File: src/rtl/mem_arbiter_pkg.sv
// Shared definitions for the memory arbiter slice.
//   - FSM state encoding (IDLE / REQ / WAIT_RSP)
//   - transaction owner encoding (IFU / LSU)
//   - bus width constants used by the interface and the arbiter
// No ports: this file holds only types and constants.
package mem_arbiter_pkg;

  localparam int XLEN  = 32;
  localparam int MASKW = 4;

  // Width of the response timeout counter.
  localparam int TMO_W = 8;

  typedef enum logic [1:0] {
    IDLE     = 2'd0,
    REQ      = 2'd1,
    WAIT_RSP = 2'd2
  } state_t;

  typedef enum logic {
    OWN_IFU = 1'b0,
    OWN_LSU = 1'b1
  } owner_t;

endpackage

File: src/rtl/mem_arbiter_if.sv
// Bundle of every handshake/bus signal around the memory arbiter.
//   ifu_*  : instruction-fetch request/response channel
//   lsu_*  : load/store request/response channel
//   mem_*  : the single shared memory port
// Modports:
//   slave  : the arbiter's view (takes IFU/LSU requests, drives memory)
//   master : the environment's view (fetch logic, LSU and memory model)
interface mem_arbiter_if;
  import mem_arbiter_pkg::*;

  logic             ifu_req_valid;
  logic             ifu_req_ready;
  logic [XLEN-1:0]  ifu_addr;
  logic             ifu_rsp_valid;
  logic [XLEN-1:0]  ifu_rdata;
  logic             ifu_rsp_err;

  logic             lsu_req_valid;
  logic             lsu_req_ready;
  logic [XLEN-1:0]  lsu_addr;
  logic             lsu_wen;
  logic [XLEN-1:0]  lsu_wdata;
  logic [MASKW-1:0] lsu_wmask;
  logic             lsu_rsp_valid;
  logic [XLEN-1:0]  lsu_rdata;
  logic             lsu_rsp_err;

  logic             mem_req_valid;
  logic             mem_req_ready;
  logic [XLEN-1:0]  mem_addr;
  logic             mem_wen;
  logic [XLEN-1:0]  mem_wdata;
  logic [MASKW-1:0] mem_wmask;
  logic             mem_rsp_valid;
  logic [XLEN-1:0]  mem_rdata;

  modport slave (
    input  ifu_req_valid, ifu_addr,
    output ifu_req_ready, ifu_rsp_valid, ifu_rdata, ifu_rsp_err,
    input  lsu_req_valid, lsu_addr, lsu_wen, lsu_wdata, lsu_wmask,
    output lsu_req_ready, lsu_rsp_valid, lsu_rdata, lsu_rsp_err,
    output mem_req_valid, mem_addr, mem_wen, mem_wdata, mem_wmask,
    input  mem_req_ready, mem_rsp_valid, mem_rdata
  );

  modport master (
    output ifu_req_valid, ifu_addr,
    input  ifu_req_ready, ifu_rsp_valid, ifu_rdata, ifu_rsp_err,
    output lsu_req_valid, lsu_addr, lsu_wen, lsu_wdata, lsu_wmask,
    input  lsu_req_ready, lsu_rsp_valid, lsu_rdata, lsu_rsp_err,
    input  mem_req_valid, mem_addr, mem_wen, mem_wdata, mem_wmask,
    output mem_req_ready, mem_rsp_valid, mem_rdata
  );

endinterface

File: src/rtl/arb_prio_starve.sv
// Winner selection for the shared memory port with IFU starvation guard.
// LSU has priority, but after STARVE_LIMIT consecutive LSU grants taken
// while the IFU was waiting, the IFU is forced through once.
// Ports:
//   clk, rst       clock, asynchronous active-high reset
//   ifu_req_valid  fetch request pending
//   lsu_req_valid  load/store request pending
//   in_idle        arbiter FSM is in IDLE (only then is a grant issued)
//   grant_ifu      IFU wins this cycle (combinational)
//   grant_lsu      LSU wins this cycle (combinational)
module arb_prio_starve #(
  parameter int STARVE_LIMIT = 4
) (
  input  logic clk,
  input  logic rst,
  input  logic ifu_req_valid,
  input  logic lsu_req_valid,
  input  logic in_idle,
  output logic grant_ifu,
  output logic grant_lsu
);

  localparam int CW = $clog2(STARVE_LIMIT + 1);
  localparam logic [CW-1:0] LIMIT = CW'(STARVE_LIMIT);

  logic [CW-1:0] starve_cnt;
  logic          ifu_forced;

  always_comb begin
    ifu_forced = (starve_cnt == LIMIT) && ifu_req_valid;
    grant_lsu  = in_idle && lsu_req_valid && !ifu_forced;
    grant_ifu  = in_idle && ifu_req_valid && !grant_lsu;
  end

  // Requesters hold valid until ready, so a grant in IDLE is an accept.
  // An idle IFU or an IFU accept both restart the starvation window.
  always_ff @(posedge clk or posedge rst) begin
    if (rst) begin
      starve_cnt <= '0;
    end else if (in_idle) begin
      if (!ifu_req_valid || grant_ifu) begin
        starve_cnt <= '0;
      end else if (grant_lsu && (starve_cnt != LIMIT)) begin
        starve_cnt <= starve_cnt + 1'b1;
      end
    end
  end

endmodule

File: src/rtl/mem_arbiter.sv
// Shares one memory port between instruction fetch (IFU) and the
// load/store unit (LSU), one transaction in flight at a time.
//   IDLE     : pick a winner, accept it combinationally, latch its payload
//   REQ      : present the latched request until the memory accepts it
//   WAIT_RSP : wait for the memory response or give up after TIMEOUT cycles
// Responses are registered and routed to the owner as a one-cycle pulse;
// a timeout answers with err=1 and rdata=0. Late or stray memory
// responses outside WAIT_RSP are ignored.
// Ports:
//   clk  clock, rising edge
//   rst  asynchronous active-high reset (drops any in-flight transaction)
//   bus  mem_arbiter_if.slave: IFU, LSU and memory channels
module mem_arbiter
  import mem_arbiter_pkg::*;
#(
  parameter int STARVE_LIMIT = 4,
  parameter int TIMEOUT      = 255
) (
  input  logic            clk,
  input  logic            rst,
  mem_arbiter_if.slave    bus
);

  localparam logic [TMO_W-1:0] TMO_LAST = TMO_W'(TIMEOUT);

  state_t            state;
  state_t            state_nxt;
  logic              grant_ifu;
  logic              grant_lsu;
  logic              ifu_acc;
  logic              lsu_acc;
  logic              mem_hs;
  logic              rsp_hit;
  logic              rsp_tmo;
  logic [TMO_W-1:0]  tmo_cnt;

  owner_t            owner_p0;
  logic [XLEN-1:0]   addr_p0;
  logic              wen_p0;
  logic [XLEN-1:0]   wdata_p0;
  logic [MASKW-1:0]  wmask_p0;

  logic              ifu_vld_p1;
  logic              ifu_err_p1;
  logic [XLEN-1:0]   ifu_rdata_p1;
  logic              lsu_vld_p1;
  logic              lsu_err_p1;
  logic [XLEN-1:0]   lsu_rdata_p1;

  arb_prio_starve #(
    .STARVE_LIMIT (STARVE_LIMIT)
  ) u_arb (
    .clk           (clk),
    .rst           (rst),
    .ifu_req_valid (bus.ifu_req_valid),
    .lsu_req_valid (bus.lsu_req_valid),
    .in_idle       (state == IDLE),
    .grant_ifu     (grant_ifu),
    .grant_lsu     (grant_lsu)
  );

  always_ff @(posedge clk or posedge rst) begin
    if (rst) begin
      state <= IDLE;
    end else begin
      state <= state_nxt;
    end
  end

  // Ready is masked by rst so that every output reads 0 while reset is
  // held, even though the reset state IDLE would otherwise grant.
  always_comb begin
    state_nxt = state;
    ifu_acc   = 1'b0;
    lsu_acc   = 1'b0;
    mem_hs    = 1'b0;
    rsp_hit   = 1'b0;
    rsp_tmo   = 1'b0;
    case (state)
      IDLE: begin
        ifu_acc = grant_ifu && !rst;
        lsu_acc = grant_lsu && !rst;
        if (ifu_acc || lsu_acc) begin
          state_nxt = REQ;
        end
      end
      REQ: begin
        mem_hs = bus.mem_req_ready;
        if (mem_hs) begin
          state_nxt = WAIT_RSP;
        end
      end
      WAIT_RSP: begin
        // A real response wins over a timeout landing in the same cycle.
        rsp_hit = bus.mem_rsp_valid;
        rsp_tmo = !bus.mem_rsp_valid && (tmo_cnt == TMO_LAST);
        if (rsp_hit || rsp_tmo) begin
          state_nxt = IDLE;
        end
      end
      default: state_nxt = IDLE;
    endcase
  end

  // ---- stage p0: request payload latched at accept, held through REQ ----
  always_ff @(posedge clk or posedge rst) begin
    if (rst) begin
      owner_p0 <= OWN_IFU;
      addr_p0  <= '0;
      wen_p0   <= 1'b0;
      wdata_p0 <= '0;
      wmask_p0 <= '0;
    end else if (ifu_acc) begin
      owner_p0 <= OWN_IFU;
      addr_p0  <= bus.ifu_addr;
      wen_p0   <= 1'b0;
      wdata_p0 <= '0;
      wmask_p0 <= '0;
    end else if (lsu_acc) begin
      owner_p0 <= OWN_LSU;
      addr_p0  <= bus.lsu_addr;
      wen_p0   <= bus.lsu_wen;
      wdata_p0 <= bus.lsu_wdata;
      wmask_p0 <= bus.lsu_wmask;
    end
  end

  always_ff @(posedge clk or posedge rst) begin
    if (rst) begin
      tmo_cnt <= '0;
    end else if (mem_hs) begin
      tmo_cnt <= '0;
    end else if (state == WAIT_RSP) begin
      tmo_cnt <= tmo_cnt + 1'b1;
    end
  end

  // ---- stage p1: registered response routed to the owner ----
  always_ff @(posedge clk or posedge rst) begin
    if (rst) begin
      ifu_vld_p1   <= 1'b0;
      ifu_err_p1   <= 1'b0;
      ifu_rdata_p1 <= '0;
      lsu_vld_p1   <= 1'b0;
      lsu_err_p1   <= 1'b0;
      lsu_rdata_p1 <= '0;
    end else begin
      ifu_vld_p1 <= 1'b0;
      ifu_err_p1 <= 1'b0;
      lsu_vld_p1 <= 1'b0;
      lsu_err_p1 <= 1'b0;
      if (rsp_hit || rsp_tmo) begin
        if (owner_p0 == OWN_IFU) begin
          ifu_vld_p1   <= 1'b1;
          ifu_err_p1   <= rsp_tmo;
          ifu_rdata_p1 <= rsp_hit ? bus.mem_rdata : '0;
        end else begin
          lsu_vld_p1   <= 1'b1;
          lsu_err_p1   <= rsp_tmo;
          // Stores acknowledge with zero data regardless of the bus.
          lsu_rdata_p1 <= (rsp_hit && !wen_p0) ? bus.mem_rdata : '0;
        end
      end
    end
  end

  assign bus.ifu_req_ready = ifu_acc;
  assign bus.lsu_req_ready = lsu_acc;
  assign bus.mem_req_valid = (state == REQ);
  assign bus.mem_addr      = addr_p0;
  assign bus.mem_wen       = wen_p0;
  assign bus.mem_wdata     = wdata_p0;
  assign bus.mem_wmask     = wmask_p0;
  assign bus.ifu_rsp_valid = ifu_vld_p1;
  assign bus.ifu_rsp_err   = ifu_err_p1;
  assign bus.ifu_rdata     = ifu_rdata_p1;
  assign bus.lsu_rsp_valid = lsu_vld_p1;
  assign bus.lsu_rsp_err   = lsu_err_p1;
  assign bus.lsu_rdata     = lsu_rdata_p1;

endmodule

File: src/flat_wrapper.sv
// flat-port wrapper written by rule: the top's interface ports become plain ports
module mem_arbiter_flat import mem_arbiter_pkg::*;
#(
  parameter int STARVE_LIMIT = 4,
  parameter int TIMEOUT      = 255
)
  (clk, rst, bus_ifu_req_valid, bus_ifu_addr, bus_ifu_req_ready, bus_ifu_rsp_valid, bus_ifu_rdata, bus_ifu_rsp_err, bus_lsu_req_valid, bus_lsu_addr, bus_lsu_wen, bus_lsu_wdata, bus_lsu_wmask, bus_lsu_req_ready, bus_lsu_rsp_valid, bus_lsu_rdata, bus_lsu_rsp_err, bus_mem_req_valid, bus_mem_addr, bus_mem_wen, bus_mem_wdata, bus_mem_wmask, bus_mem_req_ready, bus_mem_rsp_valid, bus_mem_rdata);
  mem_arbiter_if bus_i ();
  input  logic clk;
  input  logic rst;
  input wire logic [$bits(bus_i.ifu_req_valid)-1:0] bus_ifu_req_valid;
  input wire logic [$bits(bus_i.ifu_addr)-1:0] bus_ifu_addr;
  output wire logic [$bits(bus_i.ifu_req_ready)-1:0] bus_ifu_req_ready;
  output wire logic [$bits(bus_i.ifu_rsp_valid)-1:0] bus_ifu_rsp_valid;
  output wire logic [$bits(bus_i.ifu_rdata)-1:0] bus_ifu_rdata;
  output wire logic [$bits(bus_i.ifu_rsp_err)-1:0] bus_ifu_rsp_err;
  input wire logic [$bits(bus_i.lsu_req_valid)-1:0] bus_lsu_req_valid;
  input wire logic [$bits(bus_i.lsu_addr)-1:0] bus_lsu_addr;
  input wire logic [$bits(bus_i.lsu_wen)-1:0] bus_lsu_wen;
  input wire logic [$bits(bus_i.lsu_wdata)-1:0] bus_lsu_wdata;
  input wire logic [$bits(bus_i.lsu_wmask)-1:0] bus_lsu_wmask;
  output wire logic [$bits(bus_i.lsu_req_ready)-1:0] bus_lsu_req_ready;
  output wire logic [$bits(bus_i.lsu_rsp_valid)-1:0] bus_lsu_rsp_valid;
  output wire logic [$bits(bus_i.lsu_rdata)-1:0] bus_lsu_rdata;
  output wire logic [$bits(bus_i.lsu_rsp_err)-1:0] bus_lsu_rsp_err;
  output wire logic [$bits(bus_i.mem_req_valid)-1:0] bus_mem_req_valid;
  output wire logic [$bits(bus_i.mem_addr)-1:0] bus_mem_addr;
  output wire logic [$bits(bus_i.mem_wen)-1:0] bus_mem_wen;
  output wire logic [$bits(bus_i.mem_wdata)-1:0] bus_mem_wdata;
  output wire logic [$bits(bus_i.mem_wmask)-1:0] bus_mem_wmask;
  input wire logic [$bits(bus_i.mem_req_ready)-1:0] bus_mem_req_ready;
  input wire logic [$bits(bus_i.mem_rsp_valid)-1:0] bus_mem_rsp_valid;
  input wire logic [$bits(bus_i.mem_rdata)-1:0] bus_mem_rdata;
  assign bus_i.ifu_req_valid = bus_ifu_req_valid;
  assign bus_i.ifu_addr = bus_ifu_addr;
  assign bus_ifu_req_ready = bus_i.ifu_req_ready;
  assign bus_ifu_rsp_valid = bus_i.ifu_rsp_valid;
  assign bus_ifu_rdata = bus_i.ifu_rdata;
  assign bus_ifu_rsp_err = bus_i.ifu_rsp_err;
  assign bus_i.lsu_req_valid = bus_lsu_req_valid;
  assign bus_i.lsu_addr = bus_lsu_addr;
  assign bus_i.lsu_wen = bus_lsu_wen;
  assign bus_i.lsu_wdata = bus_lsu_wdata;
  assign bus_i.lsu_wmask = bus_lsu_wmask;
  assign bus_lsu_req_ready = bus_i.lsu_req_ready;
  assign bus_lsu_rsp_valid = bus_i.lsu_rsp_valid;
  assign bus_lsu_rdata = bus_i.lsu_rdata;
  assign bus_lsu_rsp_err = bus_i.lsu_rsp_err;
  assign bus_mem_req_valid = bus_i.mem_req_valid;
  assign bus_mem_addr = bus_i.mem_addr;
  assign bus_mem_wen = bus_i.mem_wen;
  assign bus_mem_wdata = bus_i.mem_wdata;
  assign bus_mem_wmask = bus_i.mem_wmask;
  assign bus_i.mem_req_ready = bus_mem_req_ready;
  assign bus_i.mem_rsp_valid = bus_mem_rsp_valid;
  assign bus_i.mem_rdata = bus_mem_rdata;
  mem_arbiter #(.STARVE_LIMIT(STARVE_LIMIT), .TIMEOUT(TIMEOUT)) u_core (.clk(clk), .rst(rst), .bus(bus_i));
endmodule
File: config.mk
export PLATFORM = sky130hd
export DESIGN_NAME = mem_arbiter_flat
export DESIGN_NICKNAME = d
export VERILOG_FILES = /design/src/rtl/mem_arbiter_pkg.sv /design/src/rtl/mem_arbiter_if.sv /design/src/rtl/arb_prio_starve.sv /design/src/rtl/mem_arbiter.sv /design/src/flat_wrapper.sv
export SDC_FILE = /design/constraint.sdc
export NUM_CORES = 1
export LEC_CHECK = 0
export ABC_CLOCK_PERIOD_IN_PS = 17800
export BUFFER_PORTS_ARGS = -buffer_cell sky130_fd_sc_hd__buf_4
export CORE_MARGIN = 1
export CORE_UTILIZATION = 30
export CTS_BUF_LIST = sky130_fd_sc_hd__clkbuf_2
export CTS_CLUSTER_DIAMETER = 50
export CTS_CLUSTER_SIZE = 16
export DETAILED_ROUTE_END_ITERATION = 12
export GPL_TIMING_DRIVEN = 0
export PLACE_DENSITY_LB_ADDON = 0.3
export SLEW_MARGIN = 20
export SYNTH_ARGS = -nofsm -noshare
export SYNTH_HDL_FRONTEND = slang
export SYNTH_SLANG_ARGS = --single-unit
File: constraint.sdc
create_clock -name clk -period 17.8 [get_ports clk]
set_input_delay 2.67 -clock clk [delete_from_list [all_inputs] [get_ports clk]]
set_output_delay 2.67 -clock clk [all_outputs]
set_load 0.01 [all_outputs]
# Word-level counts from Yosys, hierarchy flattened
# Index checks and enable logic that the tools add are counted.
# op_classes
addsub	2
eq_ne	8
bitwise_logic	1
n_mux	33
n_reduce_logical	28
# ops
operator	count
32-bit 2-to-1 mux	6
1-bit 2-to-1 mux	17
8-bit 2-to-1 mux	2
1-bit logical AND	10
8-bit by 1-bit adder with 8-bit output (second input constant)	1
8-bit == test (second input constant)	1
4-bit 2-to-1 mux	2
1-bit logical NOT	6
2-bit 2-to-1 mux	3
3-bit 2-to-1 mux	2
2-bit by 1-bit inequality test with 1-bit output (second input constant)	3
2-bit case mux with 3 select lines	1
2-bit AND reduction	3
2-bit nonzero test	3
1-bit logical OR	4
3-bit by 1-bit adder with 3-bit output (second input constant)	1
3-bit == test (second input constant)	1
3-bit inequality test (second input constant)	1
3-bit AND reduction	1
2-bit by 1-bit == test with 1-bit output (second input constant)	1
2-bit == test (second input constant)	1
2-bit logical NOT	1
1-bit NOT	1
# word_totals
register_bits	151
in_bits	139
wordCells	86
out_inout_bits	140

# Longest topological paths before layout
# depth
depth_word	10
mapped_depth	7
mapped_depth_nobuf	5

# Cells and area by module
# Synthesis repeated with hierarchy kept, for this count alone.
# hier_totals
cells_unflattened	643
hier_area_um2	7066.8
# modules_own_cells
mod	cells_each	area_each_um2	seq_area_each_um2	instances
mem_arbiter	621	6869.1	3703.6	1
arb_prio_starve	22	197.7	75.1	1

# Least setup slack after synthesis
# OpenSTA, ideal clock, no wires.
# synth_path
path_kind	input to register
startpoint	in rst
endpoint	reg u_core.addr_p0[10], in the netlist u_core.bus.mem_addr[10]
t_required_ns	17.692
setup_ns	0.108
path_stages	4
slack_ns	9.924
arrival_time_ns	7.769
cell_sequence	inv_1 > clkbuf_1 > nand4_1 > o221ai_1
# synth_between
elab_chain_cells	4
# synth_rtl
element	line_no	source
start, declared	flat_wrapper.sv:10	input logic rst;
1-bit logical NOT (no line) (*)	--	
1-bit logical AND, on equally long branches	mem_arbiter.sv:81, mem_arbiter.sv:82	
1-bit 2-to-1 mux	mem_arbiter.sv:79	case (state)
32-bit 2-to-1 mux / 2-bit nonzero test (equally long branches)	--	
end signal, assigned	mem_arbiter.sv:115	addr_p0 <= bus.ifu_addr;
end signal, assigned	mem_arbiter.sv:121	addr_p0 <= bus.lsu_addr;
end, declared	mem_arbiter.sv:38	logic [XLEN-1:0] addr_p0;
# Every way passes the cells marked *; elsewhere a longest branch is shown, timed or not.
# A chain may end at the register's enable or synchronous reset.

# Worst setup path in the final report
# layout_path
startpoint	in rst
endpoint	out bus_ifu_req_ready
# layout_between
elab_chain_cells	3
# layout_rtl
element	line_no	source
1-bit logical NOT (no line)	--	
1-bit logical AND	mem_arbiter.sv:81	ifu_acc = grant_ifu && !rst;
1-bit 2-to-1 mux	mem_arbiter.sv:79	
end, declared	flat_wrapper.sv:13	output wire logic [$bits(bus_i.ifu_req_ready)-1:0] bus_ifu_req_ready;
# Every way passes these cells.

==> run summary <==
Setup repair after global routing left no endpoint under its margin. The die footprint came out at 23700 sq um. For the total of warnings raised by yosys, the log shows 0.

For the pin with the worst max-slew slack, the measured transition is 0.542 ns. The total half-perimeter wirelength after legalization and detailed placement came out at 16300 um. The number of global-route vias before repair is 6120, and the final net count is 1087.

The number of max-slew violations in the final report came out at 0. The logs give 0 for the hold violation total from the final report and 0 for the number of antenna-violating nets in the routed design. The run gives 0 as the post-CTS repair timing setup buffer count.

For this design, the slowest cell found on the critical path is sky130_fd_sc_hd__nor4b_2. The required time of the critical path was 15.13 ns. The cell sitting at the root of the clock tree is a sky130_fd_sc_hd__clkbuf_2. The layout cell share with drive strength beyond 1 is 35.8%, and the wire length after detailed routing is 21700 um.

The run gives 0.75 ns as the insertion delay to the later sink of the worst-skew pair. At the end of routability-driven placement, the weighted congestion stood at 0.789. After global routing the overflow that remains totals 0. The floorplan die height was 154 um; the pin count of the biggest net entering global routing was 51.

Number of I/O port buffers: 278. After synthesis, the netlist uses 49 different library cells. For this design, the sink count on the clock tree is 151. Walking the worst path, the cells encountered are buf_4, nor4b_2, a21boi_2, buf_2, buf_4.

The overall fraction of global-route tracks in use was 18.5%; the average wire per standard cell was 17.5 um. The run gives 4 as the length of the first detailed-routing pass in iterations. The run finished with clean final reports. For the initial standard-cell utilization of the core, the log shows 30.6%. The worst path needs 6.63 ns of the cycle, external delays included.

Averaged over all synthesized cells, the footprint is 10.7 sq um. The commonest register cell after synthesis was sky130_fd_sc_hd__dfrtp_1. The worst-case IR drop observed on VDD is 67.8 uV.

The run gives 34100 um as the wire length of the first global-routing pass. Summing the sequential cell areas from Yosys gives 54.6% of the chip area. Post-CTS repair changed the size of 0 cells.

In this design, the critical path's most frequently occurring cell is sky130_fd_sc_hd__buf_4. TritonCTS built the clock tree. The post-cts hold buffer count was 0. The final clock period utilization by the worst path is 37.3%.

During I/O placement, the number of pins put on the boundary was 279. The number of instances in the synthesized netlist was 645. The total negative setup slack is 0 ns. At the worst endpoint, the arrival time is 3.96 ns. Clock tree synthesis inserted a total of 17 buffers. Share of async-settable or async-resettable flops after synthesis: 100%. The initial antenna violation count was 1.

The detailed router finished its first iteration with 224 violations. From synthesis to final layout, the design area changed by 40.6%. The tools report the cell area reported after detailed placement as 9450 sq um. The width of the die was 154 um.

The largest incremental delay on the critical path was 0.35 ns; the highest net fanout along the worst path was 10. Class of the worst hold path: reg2reg. Clock skew on the completed layout was measured at 0.0624 ns. For the synthesized net count, the log shows 787. Setup violations remaining at the end of the flow were counted as 0. After clock tree synthesis, the clock-pin slew on the worst setup and hold paths is 0.23 ns.

The cell area that synthesis handed to floorplanning was 6920 sq um. The worst setup path is of the in2out kind. The logs give 0 for the number of max-cap violations and 55 for the number of standard-cell rows in the floorplan. The worst setup path is captured at a primary output. The via density per instance is 4.90. The area of all placed cells without fillers was 9740 sq um; the ratio of total power to cell area was 138 nW/um^2. The synthesized design contains 0 enable-type register cells. The logs give 4 for the H-tree depth and 6103 for the via count. The longest clock path from root to sink contains 2 buffers.

The core outline area is 22600 sq um. For this design the static power due to leakage is 0.00497 uW. Cells fill 43.0% of the core in the end. Headroom to the max-slew limit came out at 63.8%. The synthesized design contains 151 register bits. Static timing analysis puts the maximum clock frequency at 151 MHz. After detailed routing, the number of remaining DRC violations is 0. STA classifies the critical path startpoint as a primary input.
[power breakdown]
part           internal, uW  leakage, uW  switching [uW]
Combinational           302      0.00311             270
Clock                  74.0     0.000168             155
Sequential              459      0.00169            87.9
[cell usage in the layout (no fill, tap or decap), types with 4 or more instances in the layout]
master                     count
sky130_fd_sc_hd__buf_4       283
sky130_fd_sc_hd__dfrtp_1     151
sky130_fd_sc_hd__inv_1        90
sky130_fd_sc_hd__o21ai_1      66
sky130_fd_sc_hd__a22o_1       37
sky130_fd_sc_hd__mux2i_1      33
sky130_fd_sc_hd__and3b_1      33
sky130_fd_sc_hd__a22oi_1      32
sky130_fd_sc_hd__nand2_1      31
sky130_fd_sc_hd__clkbuf_1     29
sky130_fd_sc_hd__nand4_1      23
sky130_fd_sc_hd__o221ai_1     21
sky130_fd_sc_hd__buf_2        18
sky130_fd_sc_hd__clkbuf_2     17
sky130_fd_sc_hd__and4_1       11
sky130_fd_sc_hd__a221o_1      11
sky130_fd_sc_hd__inv_6         7
sky130_fd_sc_hd__nand3_1       4
[metrics by stage]
stage | total power, uW | setup WS, ns | hold WS, ns | std cells
floorplan | 838 | 8.96 | 0.454 | 645
global placement | 1120 | 5.82 | 0.477 | 1208
detailed placement | 1130 | 11.13 | 0.481 | 1211
CTS | 1360 | 11.12 | 0.510 | 1243
global route | 1440 | 11.05 | 0.527 | 1245
finish | 1350 | 11.17 | 0.511 | 1245
[routing by layer]
metal	track usage [%]	wire length [um]	up-vias
met5	0	0	-
met3	6.17	1480	12
met1	23.4	9680	2938
met4	4.38	171	0
li1	-	-	2936
met2	30.3	10400	217
[critical path: cells and delay by family]
family | cells | cell delay, ns
buffers and inverters | 3 | 0.63
and+or+nand+nor | 1 | 0.35
AOI/OAI and AO/OA | 1 | 0.30
[kinds of logic (layout without fill, tap and decap cells)]
logic type               Yosys count  in the layout  share of synthesized area [%]
AO/OA/AOI/OAI                    190            190                           19.7
adder cells (fa/ha/maj)            3              3                          0.542
buffers and inverters            144            457                           8.40
flip-flops                       151            151                           54.6
multiplexers                      33             33                           4.77
other                              0              2                              0
AND/OR/NAND/NOR                  124            124                           12.0
[Yosys cell counts, types with 3 or more instances]
master	count	share of area, %
sky130_fd_sc_hd__dfrtp_1	151	55
sky130_fd_sc_hd__inv_1	90	4.9
sky130_fd_sc_hd__o21ai_1	66	4.8
sky130_fd_sc_hd__a22o_1	37	4.7
sky130_fd_sc_hd__and3b_1	33	4.2
sky130_fd_sc_hd__mux2i_1	33	4.8
sky130_fd_sc_hd__a22oi_1	32	3.5
sky130_fd_sc_hd__nand2_1	31	1.7
sky130_fd_sc_hd__clkbuf_1	30	1.6
sky130_fd_sc_hd__nand4_1	23	2.1
sky130_fd_sc_hd__o221ai_1	21	2.7
sky130_fd_sc_hd__buf_2	18	1.3
sky130_fd_sc_hd__a221o_1	11	1.6
sky130_fd_sc_hd__and4_1	11	1.4
sky130_fd_sc_hd__buf_4	5	0.54
sky130_fd_sc_hd__nand3_1	4	0.29
sky130_fd_sc_hd__and2_1	3	0.27
sky130_fd_sc_hd__ha_1	3	0.54
sky130_fd_sc_hd__nand2b_1	3	0.27
sky130_fd_sc_hd__nor2_1	3	0.16
sky130_fd_sc_hd__o21ai_0	3	0.22
[path summary, 6_finish.rpt]
| path | cells past startpoint | slack [ns] | endpoint | startpoint |
|---|---|---|---|---|
| setup / recovery | 5 | 11.17 | bus_ifu_req_ready | rst |
| hold / removal | 1 | 0.51 | u_core.tmo_cnt[6] | u_core.tmo_cnt[6] |
| setup reg to reg | 7 | 15.62 | u_core.bus.mem_addr[14] | u_core.u_arb.starve_cnt[0] |
| hold reg to reg | 1 | 0.51 | u_core.tmo_cnt[6] | u_core.tmo_cnt[6] |
| max in group asynchronous | 5 | 14.77 | u_core.bus.mem_wdata[0] | rst |
| min in group asynchronous | 3 | 2.13 | u_core.bus.lsu_rdata[7] | rst |
[registers in the layout, summed over array words and instances, names as in the netlist, 2 cells and up]
| signal | count |
|---|---|
| u_core.u_arb.starve_cnt | 3 |
| u_core.bus.mem_wdata | 32 |
| u_core.bus.mem_addr | 32 |
| u_core.tmo_cnt | 8 |
| u_core.state | 2 |
| u_core.bus.ifu_rdata | 32 |
| u_core.bus.mem_wmask | 4 |
| u_core.bus.lsu_rdata | 32 |
[final cells by class]
cell class | count | area (sq um)
Fill cell | 2217 | 12900
Sequential cell | 151 | 3780
Multi-Input combinational cell | 350 | 2560
Timing Repair Buffer | 281 | 2160
Tap cell | 285 | 357
Inverter | 91 | 342
Buffer | 53 | 244
Clock inverter | 15 | 201
Clock buffer | 17 | 85.1
Antenna cell | 2 | 5.00
Power figures use the tool's default switching activity.
